<file path="config.mk">
export PLATFORM = sky130hd
export DESIGN_NAME = glitch_window_ctrl
export DESIGN_NICKNAME = d
export VERILOG_FILES = /design/src/rtl/glitch_ctrl_pkg.sv /design/src/rtl/trig_edge_det.sv /design/src/rtl/glitch_window_ctrl.sv
export SDC_FILE = /design/constraint.sdc
export NUM_CORES = 1
export LEC_CHECK = 0
export CAP_MARGIN = 20
export CORE_UTILIZATION = 50
export CTS_CLUSTER_DIAMETER = 60
export DETAILED_ROUTE_END_ITERATION = 10
export GPL_ROUTABILITY_DRIVEN = 0
export PLACE_DENSITY = 0.78
export SLEW_MARGIN = 20
export SYNTH_ARGS = -nofsm -noshare
export SYNTH_HDL_FRONTEND = slang
export SYNTH_SLANG_ARGS = --single-unit
</file>
<file path="constraint.sdc">
create_clock -name clk -period 3.1 [get_ports clk]
set_clock_uncertainty 0.1 [all_clocks]
set_input_delay 0.775 -clock clk [delete_from_list [all_inputs] [get_ports clk]]
set_output_delay 0.775 -clock clk [all_outputs]
set_load 0.01 [all_outputs]
</file>
<file path="src/rtl/glitch_ctrl_pkg.sv">
// Shared types for the glitch window controller: FSM states, latched config, helpers.
// GLITCH_WINDOW_REPEAT_EN adds the GAP state and the period/reps config fields.
package glitch_ctrl_pkg;

    localparam int unsigned GLITCH_CNT_W = 16;

    typedef enum logic [2:0] {
        IDLE  = 3'd0,
        ARMED = 3'd1,
        COUNT = 3'd2,
        FIRE  = 3'd3,
`ifdef GLITCH_WINDOW_REPEAT_EN
        GAP   = 3'd4,
`endif
        DONE  = 3'd5
    } glitch_state_e;

    typedef struct packed {
        logic [GLITCH_CNT_W-1:0] offset;
        logic [GLITCH_CNT_W-1:0] width;
`ifdef GLITCH_WINDOW_REPEAT_EN
        logic [GLITCH_CNT_W-1:0] period;
        logic [7:0]              reps;
`endif
    } glitch_cfg_t;

    function automatic logic [GLITCH_CNT_W-1:0] sat_inc(input logic [GLITCH_CNT_W-1:0] v);
        return (&v) ? v : v + 1'b1;
    endfunction

`ifdef GLITCH_WINDOW_REPEAT_EN
    // Idle cycles between pulses; a period not longer than the width behaves as width + 1.
    function automatic logic [GLITCH_CNT_W-1:0] gap_len(input logic [GLITCH_CNT_W-1:0] period,
                                                        input logic [GLITCH_CNT_W-1:0] width);
        return (period > width) ? period - width : GLITCH_CNT_W'(1);
    endfunction
`endif

endpackage

</file>
<file path="src/rtl/trig_edge_det.sv">
// Registers the trigger bit and reports its registered level plus rise/fall edges.
module trig_edge_det (
    input  logic clk,
    input  logic rst_n,
    input  logic trig_i,
    output logic level_o,
    output logic rise_o,
    output logic fall_o
);

    logic trig_q;

    always_ff @(posedge clk or negedge rst_n) begin
        if (!rst_n) begin
            trig_q <= 1'b0;
        end else begin
            trig_q <= trig_i;
        end
    end

    assign level_o = trig_q;
    assign rise_o  = trig_i & ~trig_q;
    assign fall_o  = ~trig_i & trig_q;

endmodule

</file>
<file path="src/rtl/glitch_window_ctrl.sv">
// Cycle-accurate glitch scheduler: arms on config, counts from trigger rise, pulses glitch_o.
// Build with GLITCH_WINDOW_REPEAT_EN for periodic multi-pulse operation within one window.
module glitch_window_ctrl
    import glitch_ctrl_pkg::*;
#(
    parameter int unsigned GPIO_W     = 8,
    parameter int unsigned TRIGGERBIT = 0,
    parameter int unsigned CNT_W      = GLITCH_CNT_W
) (
    input  logic             clk,
    input  logic             rst_n,
    input  logic [GPIO_W-1:0] gpio_out_i,
    input  logic             cfg_valid_i,
    output logic             cfg_ready_o,
    input  logic [CNT_W-1:0] cfg_offset_i,
    input  logic [CNT_W-1:0] cfg_width_i,
`ifdef GLITCH_WINDOW_REPEAT_EN
    input  logic [CNT_W-1:0] cfg_period_i,
    input  logic [7:0]       cfg_reps_i,
`endif
    input  logic             abort_i,
    output logic             glitch_o,
    output logic             window_o,
    output logic [CNT_W-1:0] cycle_o,
    output logic             busy_o,
    output logic             done_o,
    output logic             miss_o
);

    if (CNT_W != GLITCH_CNT_W) begin : g_cnt_w_check
        $error("glitch_window_ctrl: CNT_W must equal glitch_ctrl_pkg::GLITCH_CNT_W");
    end

    glitch_state_e    state_q;
    glitch_cfg_t      cfg_q;
    logic [CNT_W-1:0] cnt_q;
    logic [CNT_W-1:0] rem_q;
    logic             glitch_q;
    logic             done_q;
    logic             miss_q;
`ifdef GLITCH_WINDOW_REPEAT_EN
    logic [CNT_W-1:0] gap_q;
    logic [7:0]       reps_q;
`endif

    logic trig_level;
    logic rise;
    logic fall;

    trig_edge_det u_trig_edge_det (
        .clk     (clk),
        .rst_n   (rst_n),
        .trig_i  (gpio_out_i[TRIGGERBIT]),
        .level_o (trig_level),
        .rise_o  (rise),
        .fall_o  (fall)
    );

    always_ff @(posedge clk or negedge rst_n) begin
        if (!rst_n) begin
            state_q  <= IDLE;
            cfg_q    <= '0;
            cnt_q    <= '0;
            rem_q    <= '0;
            glitch_q <= 1'b0;
            done_q   <= 1'b0;
            miss_q   <= 1'b0;
`ifdef GLITCH_WINDOW_REPEAT_EN
            gap_q    <= '0;
            reps_q   <= '0;
`endif
        end else begin
            done_q <= 1'b0;
            if (abort_i) begin
                state_q  <= IDLE;
                glitch_q <= 1'b0;
            end else begin
                unique case (state_q)
                    IDLE: begin
                        if (cfg_valid_i) begin
                            cfg_q.offset <= cfg_offset_i;
                            cfg_q.width  <= (cfg_width_i == '0) ? CNT_W'(1) : cfg_width_i;
`ifdef GLITCH_WINDOW_REPEAT_EN
                            cfg_q.period <= cfg_period_i;
                            cfg_q.reps   <= cfg_reps_i;
`endif
                            miss_q  <= 1'b0;
                            state_q <= ARMED;
                        end
                    end
                    ARMED: begin
                        if (rise) begin
                            cnt_q <= '0;
                            rem_q <= cfg_q.width;
`ifdef GLITCH_WINDOW_REPEAT_EN
                            reps_q <= cfg_q.reps;
`endif
                            if (cfg_q.offset == '0) begin
                                glitch_q <= 1'b1;
                                state_q  <= FIRE;
                            end else begin
                                state_q  <= COUNT;
                            end
                        end
                    end
                    COUNT: begin
                        cnt_q <= sat_inc(cnt_q);
                        if (fall) begin
                            miss_q  <= 1'b1;
                            done_q  <= 1'b1;
                            state_q <= DONE;
                        end else if (sat_inc(cnt_q) == cfg_q.offset) begin
                            glitch_q <= 1'b1;
                            rem_q    <= cfg_q.width;
                            state_q  <= FIRE;
                        end
                    end
                    FIRE: begin
                        cnt_q <= sat_inc(cnt_q);
                        if (rem_q == CNT_W'(1)) begin
                            // Trigger dropping on the final glitch cycle completes the pulse normally.
                            glitch_q <= 1'b0;
`ifdef GLITCH_WINDOW_REPEAT_EN
                            if (reps_q != '0) begin
                                if (fall) begin
                                    miss_q  <= 1'b1;
                                    done_q  <= 1'b1;
                                    state_q <= DONE;
                                end else begin
                                    reps_q  <= reps_q - 1'b1;
                                    gap_q   <= gap_len(cfg_q.period, cfg_q.width);
                                    state_q <= GAP;
                                end
                            end else begin
                                done_q  <= 1'b1;
                                state_q <= DONE;
                            end
`else
                            done_q  <= 1'b1;
                            state_q <= DONE;
`endif
                        end else if (fall) begin
                            glitch_q <= 1'b0;
                            miss_q   <= 1'b1;
                            done_q   <= 1'b1;
                            state_q  <= DONE;
                        end else begin
                            rem_q <= rem_q - 1'b1;
                        end
                    end
`ifdef GLITCH_WINDOW_REPEAT_EN
                    GAP: begin
                        cnt_q <= sat_inc(cnt_q);
                        if (fall) begin
                            miss_q  <= 1'b1;
                            done_q  <= 1'b1;
                            state_q <= DONE;
                        end else if (gap_q == CNT_W'(1)) begin
                            glitch_q <= 1'b1;
                            rem_q    <= cfg_q.width;
                            state_q  <= FIRE;
                        end else begin
                            gap_q <= gap_q - 1'b1;
                        end
                    end
`endif
                    DONE: begin
                        state_q <= IDLE;
                    end
                    default: begin
                        glitch_q <= 1'b0;
                        state_q  <= IDLE;
                    end
                endcase
            end
        end
    end

    assign cfg_ready_o = (state_q == IDLE);
    assign busy_o      = (state_q != IDLE);
    assign glitch_o    = glitch_q;
    assign done_o      = done_q;
    assign miss_o      = miss_q;
    assign cycle_o     = cnt_q;
    assign window_o    = trig_level;

endmodule

</file>
==> flow_metrics.py, run 1 <==
metrics = {
    "placed_design": {
        "port_buffers": 58,
        "placed_cell_area_mm2": 0.00530,
        "place_hpwl_mm": 8.66,
        "place_inst": 623,
    },
    "logic_synthesis": {
        "synth_cell_types": 69,
        "synthTopCellsByArea": "dfrtp_1, mux2_2, a21oi_1, nor2_1, o21ai_0",
        "synthFlopType": "dfrtp_1",
        "synth_top_area_share_pct": 40.3,
        "postSynthAreaPerCell_um2": 9.77,
        "synth_fp_nets": 498,
        "yosysSeqAreaShare_pct": 40.3,
        "yosys-top-cells-count": "dfrtp_1, a21oi_1, mux2_2",
        "syn_area_mm2": 0.00441,
        "synthArstFlopShare_pct": 100,
        "synth-seq-cells": 71,
        "yosysMostFrequentCell": "dfrtp_1",
        "yosysWarnings": 0,
        "postSynthCellCount": 451,
        "synth_edf_count": 0,
        "synth_top_area_cell": "dfrtp_1",
    },
    "setup_path": {
        "cp-end-kind": "flip-flop",
        "critPathKind": "reg -> reg",
        "path_max_fanout": 11,
        "critPathRequiredTime_ns": 3.22,
        "worstPathArrival_ns": 3.12,
        "cp-start-kind": "flip-flop",
    },
    "sta": {
        "hold_viol": 0,
        "min_period_over_period_pct": 96.7,
        "slew_headroom_pct": 51.8,
        "setup_viol": 0,
        "worstMarginPinSlew_ns": 0.723,
        "rsz0062_at_grt": "false",
        "max_freq_ghz": 0.334,
        "fin_tns_setup_ns": 0,
        "maxSlewViolCount": 0,
        "whs_ns": 0.310,
        "period_minus_slack_ns": 3.00,
    },
    "power_and_ir_drop": {
        "leakage_nw": 2.24,
        "peakVddDrop_uv": 488,
        "p_per_area_mw_per_mm2": 772,
    },
    "route": {
        "avgRoutedWirePerCell_um": 18.5,
        "ant_nets": 0,
        "drtPass1Iterations": 5,
        "drtIter0Drc": 261,
        "vias_per_cell": 6.48,
        "vias": 4146,
        "wl_mm": 11.8,
        "drc": 0,
    },
    "clocking": {
        "htree_levels": 3,
        "tritoncts": "built",
        "cts.sinks": 71,
        "postCtsHoldBufs": 0,
        "post_cts_resize_count": 0,
        "cts_inserted_buffers": 9,
        "cts_buffer_depth": 2,
        "path_clk_slew_ns": 0.09,
        "post_cts_buffers": 0,
        "clockRootBuffer": "clkbuf_8",
        "clk_latency_ns": 0.37,
    },
    "run_status": {
        "status": "completed",
    },
    "layout": {
        "design_area_mm2": 0.00552,
        "layout.area.seq_mm2": 0.00178,
        "multi_input_area_mm2": 0.00245,
        "instances_no_fill": 640,
        "drive_gt1_share_pct": 22.1,
        "n_antenna_cell": 0,
        "final_util_pct": 65.9,
        "nFillCells": 659,
        "area_delta_synth_final_pct": 25.4,
        "fin_nets": 577,
    },
    "grt": {
        "first_global_vias": 3975,
        "grt_first_pass_wirelength_mm": 19.5,
        "grt_usage_pct": 28.0,
        "antenna_found_initial": 0,
        "grt_remaining_overflow": 0,
        "grt_max_degree": 48,
    },
    "die": {
        "fp.dieH_um": 95.9,
        "core_area_mm2": 0.00838,
        "start_util_pct": 52.6,
        "die-width_um": 95.9,
        "rows": 33,
        "die-area_mm2": 0.00919,
        "io_pins": 66,
    },
    "worst_hold_path": {
        "hold_path_class": "in -> async",
    },
    "flow_run": {
        "drv_cap": 0,
    },
}
[metrics by stage]
step	setup slack, ns	power [mW]
floorplan	0.152	2.84
global placement	0.0699	3.39
detailed placement	0.0273	3.49
CTS	0.0201	4.22
global route	0.0246	4.53
finish	0.103	4.26
[routing by layer]
metal  routed length, um  up-vias  share of wire, %  track usage (%)
li1                    -     1893                 -                -
met5                   0        -                 0                0
met4                 355        0               3.0             12.2
met2                5530      220                47             43.6
met3                 980       38               8.3             5.45
met1                4980     1995                42             37.9
[cells in the final DEF, fill, tap and decap left out, types with 13 or more instances in the layout]
cell / count
a21oi_1: 32
buf_4: 38
nand3_1: 13
o21ai_0: 20
nand2_1: 22
clkdlybuf4s50_1: 57
nor2_1: 29
mux2_2: 31
nor3_1: 16
dfrtp_1: 71
[registers in the layout (all words and copies together) (netlist names)]
signal / cells
glitch_o: 1
miss_o: 1
cfg_q: 32
u_trig_edge_det.level_o: 1
state_q: 3
rem_q: 16
cycle_o: 16
done_o: 1
[final cells by class]
type | instances | share of cell area (%)
multi-input cells | 337 | 44.4
flip-flops and latches | 71 | 32.2
repair buffers | 100 | 16.9
clock buffers | 10 | 2.49
well taps | 105 | 2.38
clock inverters | 6 | 0.929
inverters | 11 | 0.747
[power breakdown]
part | total (mW) | internal, mW | switching, mW
Clock | 0.721 | 0.322 | 0.399
Sequential | 1.68 | 1.28 | 0.399
Combinational | 1.86 | 0.918 | 0.941
[final timing paths]
check / from / to / slack [ns] / depth (start not counted)
worst max-delay path: cycle_o[15] / rem_q[11] / 0.10 / 11
worst min-delay path: rst_n / cfg_q[24] / 0.31 / 1
worst max register to register: cycle_o[15] / rem_q[11] / 0.10 / 11
worst min register to register: miss_o / miss_o / 0.41 / 1
max in group asynchronous: rst_n / cfg_q[7] / 1.92 / 2
min in group clk: miss_o / miss_o / 0.41 / 1
[critical path, stage by stage (launching register included)]
cell and delay (ns):
dfrtp_1 0.50, and4_2 0.37, nand4_1 0.17, buf_4 0.22
o211ai_1 0.12, xor2_1 0.13, a2111oi_2 0.48, buf_4 0.20
nand2b_1 0.06, o21ai_2 0.21, buf_6 0.20, o22ai_1 0.11
[logic make-up (layout without fill, tap and decap cells)]
group	Yosys count	after routing	synth area share, %
XOR/XNOR	15	15	3.32
AO/OA/AOI/OAI	135	136	22.4
adder cells (fa/ha/maj)	3	3	0.852
AND/OR/NAND/NOR	147	147	19.3
flip-flops	71	71	40.3
multiplexers	36	36	9.06
buffers and inverters	44	127	4.71
(Power assumes the default switching activity.)
==> inputs of run 2 (changes only) <==
- ABC_CLOCK_PERIOD_IN_PS: not set -> 3100
==> results of run 2 <==
The final DEF is identical to that of run 1; final timing and power are the same.
==> inputs of run 3 (changes only) <==
==> constraint.sdc (replaced) <==
create_clock -name clk -period 3.1 [get_ports clk]
set_clock_uncertainty 0.1 [all_clocks]
set_input_delay 0.465 -clock clk [delete_from_list [all_inputs] [get_ports clk]]
set_output_delay 0.465 -clock clk [all_outputs]
set_load 0.01 [all_outputs]
==> flow_metrics.py, run 3 (synthesized netlist as in run 1, its figures left out) <==
metrics = {
    "clocking": {
        "clockRootBuffer": "clkbuf_8",
        "cts_buffer_depth": 2,
        "postCtsHoldBufs": 0,
        "cts_inserted_buffers": 9,
        "tritoncts": "built",
        "htree_levels": 3,
        "clk_latency_ns": 0.36,
        "path_clk_slew_ns": 0.08,
        "cts.sinks": 71,
    },
    "grt": {
        "first_global_vias": 3870,
        "grt_remaining_overflow": 0,
        "grt_usage_pct": 27.7,
        "grt_max_degree": 72,
        "grt_first_pass_wirelength_mm": 19.3,
        "antenna_found_initial": 0,
    },
    "die": {
        "core_area_mm2": 0.00838,
        "rows": 33,
        "io_pins": 66,
        "die-width_um": 95.9,
        "die-area_mm2": 0.00919,
        "fp.dieH_um": 95.9,
        "start_util_pct": 52.6,
    },
    "route": {
        "wl_mm": 12.0,
        "drtPass1Iterations": 5,
        "avgRoutedWirePerCell_um": 18.8,
        "drc": 0,
        "vias_per_cell": 6.48,
        "ant_nets": 0,
        "vias": 4140,
        "drtIter0Drc": 393,
    },
    "placed_design": {
        "port_buffers": 58,
        "place_inst": 622,
        "place_hpwl_mm": 8.49,
    },
    "sta": {
        "maxSlewViolCount": 0,
        "hold_viol": 0,
        "worstMarginPinSlew_ns": 0.916,
        "min_period_over_period_pct": 95.8,
        "max_freq_ghz": 0.337,
        "setup_viol": 0,
        "period_minus_slack_ns": 2.97,
        "slew_headroom_pct": 39.0,
    },
    "layout": {
        "area_delta_synth_final_pct": 26.2,
        "layout.cells.most_common_list": "dfrtp_1, clkdlybuf4s50_1, buf_4, a21oi_1, mux2_2",
        "instances_no_fill": 639,
        "layout_commonest_cell": "dfrtp_1",
        "drive_gt1_share_pct": 21.9,
        "largest_reg_flops": 32,
        "fin_nets": 576,
        "regMostFlops": "cfg_q",
        "nFillCells": 651,
        "n_antenna_cell": 0,
    },
    "setup_path": {
        "cp-start-kind": "flip-flop",
        "reg2regPathDepth": 11,
        "timing.rr.start": "cycle_o[1]",
        "reg2reg_to": "rem_q[14]",
        "cp-end-kind": "flip-flop",
        "r2r_slack_ns": 0.13,
        "cp_slowest_stage_delay_ns": 0.44,
        "critPathKind": "reg -> reg",
        "cp_cell_sequence": "ha_2, nand3_4, buf_4, nor3_1, mux2i_1, a2111oi_1, nand4_1, and3b_2, o21ai_4, buf_12, o32a_1",
        "slowest_stage": "a2111oi_1",
        "critPathRequiredTime_ns": 3.23,
        "path_max_fanout": 15,
        "worstPathArrival_ns": 3.10,
    },
    "flow_run": {
        "drv_cap": 0,
    },
    "run_status": {
        "status": "completed",
    },
    "power_and_ir_drop": {
        "peakVddDrop_uv": 461,
        "p_per_area_mw_per_mm2": 807,
        "total_power_mw": 4.48,
        "leakage_nw": 2.28,
    },
    "worst_hold_path": {
        "hold_path_class": "in -> async",
    },
}
[run 3: cell types whose count changed in the layout (fill, tap and decap cells not counted), sizes merged]
| cell | delta |
|---|---|
| bufinv | +3 |
| clkinv | -2 |
| clkinvlp | -1 |
| o21ai | -1 |
[run 3: repair_timing]
| action | in CTS | in global routing |
|---|---|---|
| pin swaps | 1 | 1 |
| gates resized for setup | 1 | 8 |
| setup endpoints to repair | 5 | 17 |
| buffers inserted | 0 | 1 |
[run 3: report_power, final]
group / leakage (nW) / switching [mW] / internal [mW]
Clock: 0.121 / 0.389 / 0.542
Combinational: 1.27 / 0.937 / 0.927
Sequential: 0.888 / 0.404 / 1.28
Total: 2.28 / 1.73 / 2.75
[run 3: cell type report]
type | instances | area [um2] | share of cell area (%)
sequential | 71 | 1780 | 32.0
clock buffer | 10 | 128 | 2.30
tap | 105 | 131 | 2.36
clock inverter | 6 | 116 | 2.09
inverter | 11 | 41.3 | 0.743
multi-input combinational | 336 | 2450 | 44.1
timing repair buffer | 100 | 916 | 16.5
[run 3: how the worst max path moves through the flow]
stage / startpoint / endpoint / slack [ns] / cells after the start
5_1_grt: cycle_o[15] / rem_q[14] / -0.02 / 10
2_1_floorplan: cycle_o[0] / rem_q[15] / 0.15 / 11
3_5_place_dp: cycle_o[1] / rem_q[14] / 0.01 / 9
3_3_place_gp: cycle_o[8] / rem_q[14] / 0.10 / 9
4_1_cts: cycle_o[1] / rem_q[14] / 0.02 / 10
6_report: cycle_o[1] / rem_q[14] / 0.13 / 11
[run 3: metal layers]
| metal | vias to the layer above | global-route usage [%] | share of wire (%) |
|---|---|---|---|
| met5 | - | 0 | 0 |
| met4 | 0 | 10.8 | 2.4 |
| met3 | 37 | 4.98 | 8.2 |
| met2 | 235 | 43.5 | 47 |
| met1 | 1976 | 37.8 | 42 |
| li1 | 1892 | - | - |
[run 3: critical path, delay by kind of cell (launching register included)]
family | cells | cell delay [ns]
adders and majority gates | 1 | 0.25
buffers and inverters | 2 | 0.36
and+or+nand+nor | 4 | 0.94
muxes | 1 | 0.12
AOI/OAI and AO/OA | 3 | 0.71
DFF | 1 | 0.36
[run 3: stage by stage]
step	hold slack, ns	setup TNS (ns)	instance area, um2	worst slack (ns)	util [%]
3_5_place_dp	0.392	0	5270	0.00968	62.8
4_1_cts	0.262	0	5510	0.0173	65.8
6_report	0.203	0	5560	0.131	66.3
5_1_grt	0.324	-0.0172	5560	-0.0172	66.3
2_1_floorplan	0.0694	0	4410	0.152	-
3_3_place_gp	0.390	0	5270	0.100	62.8
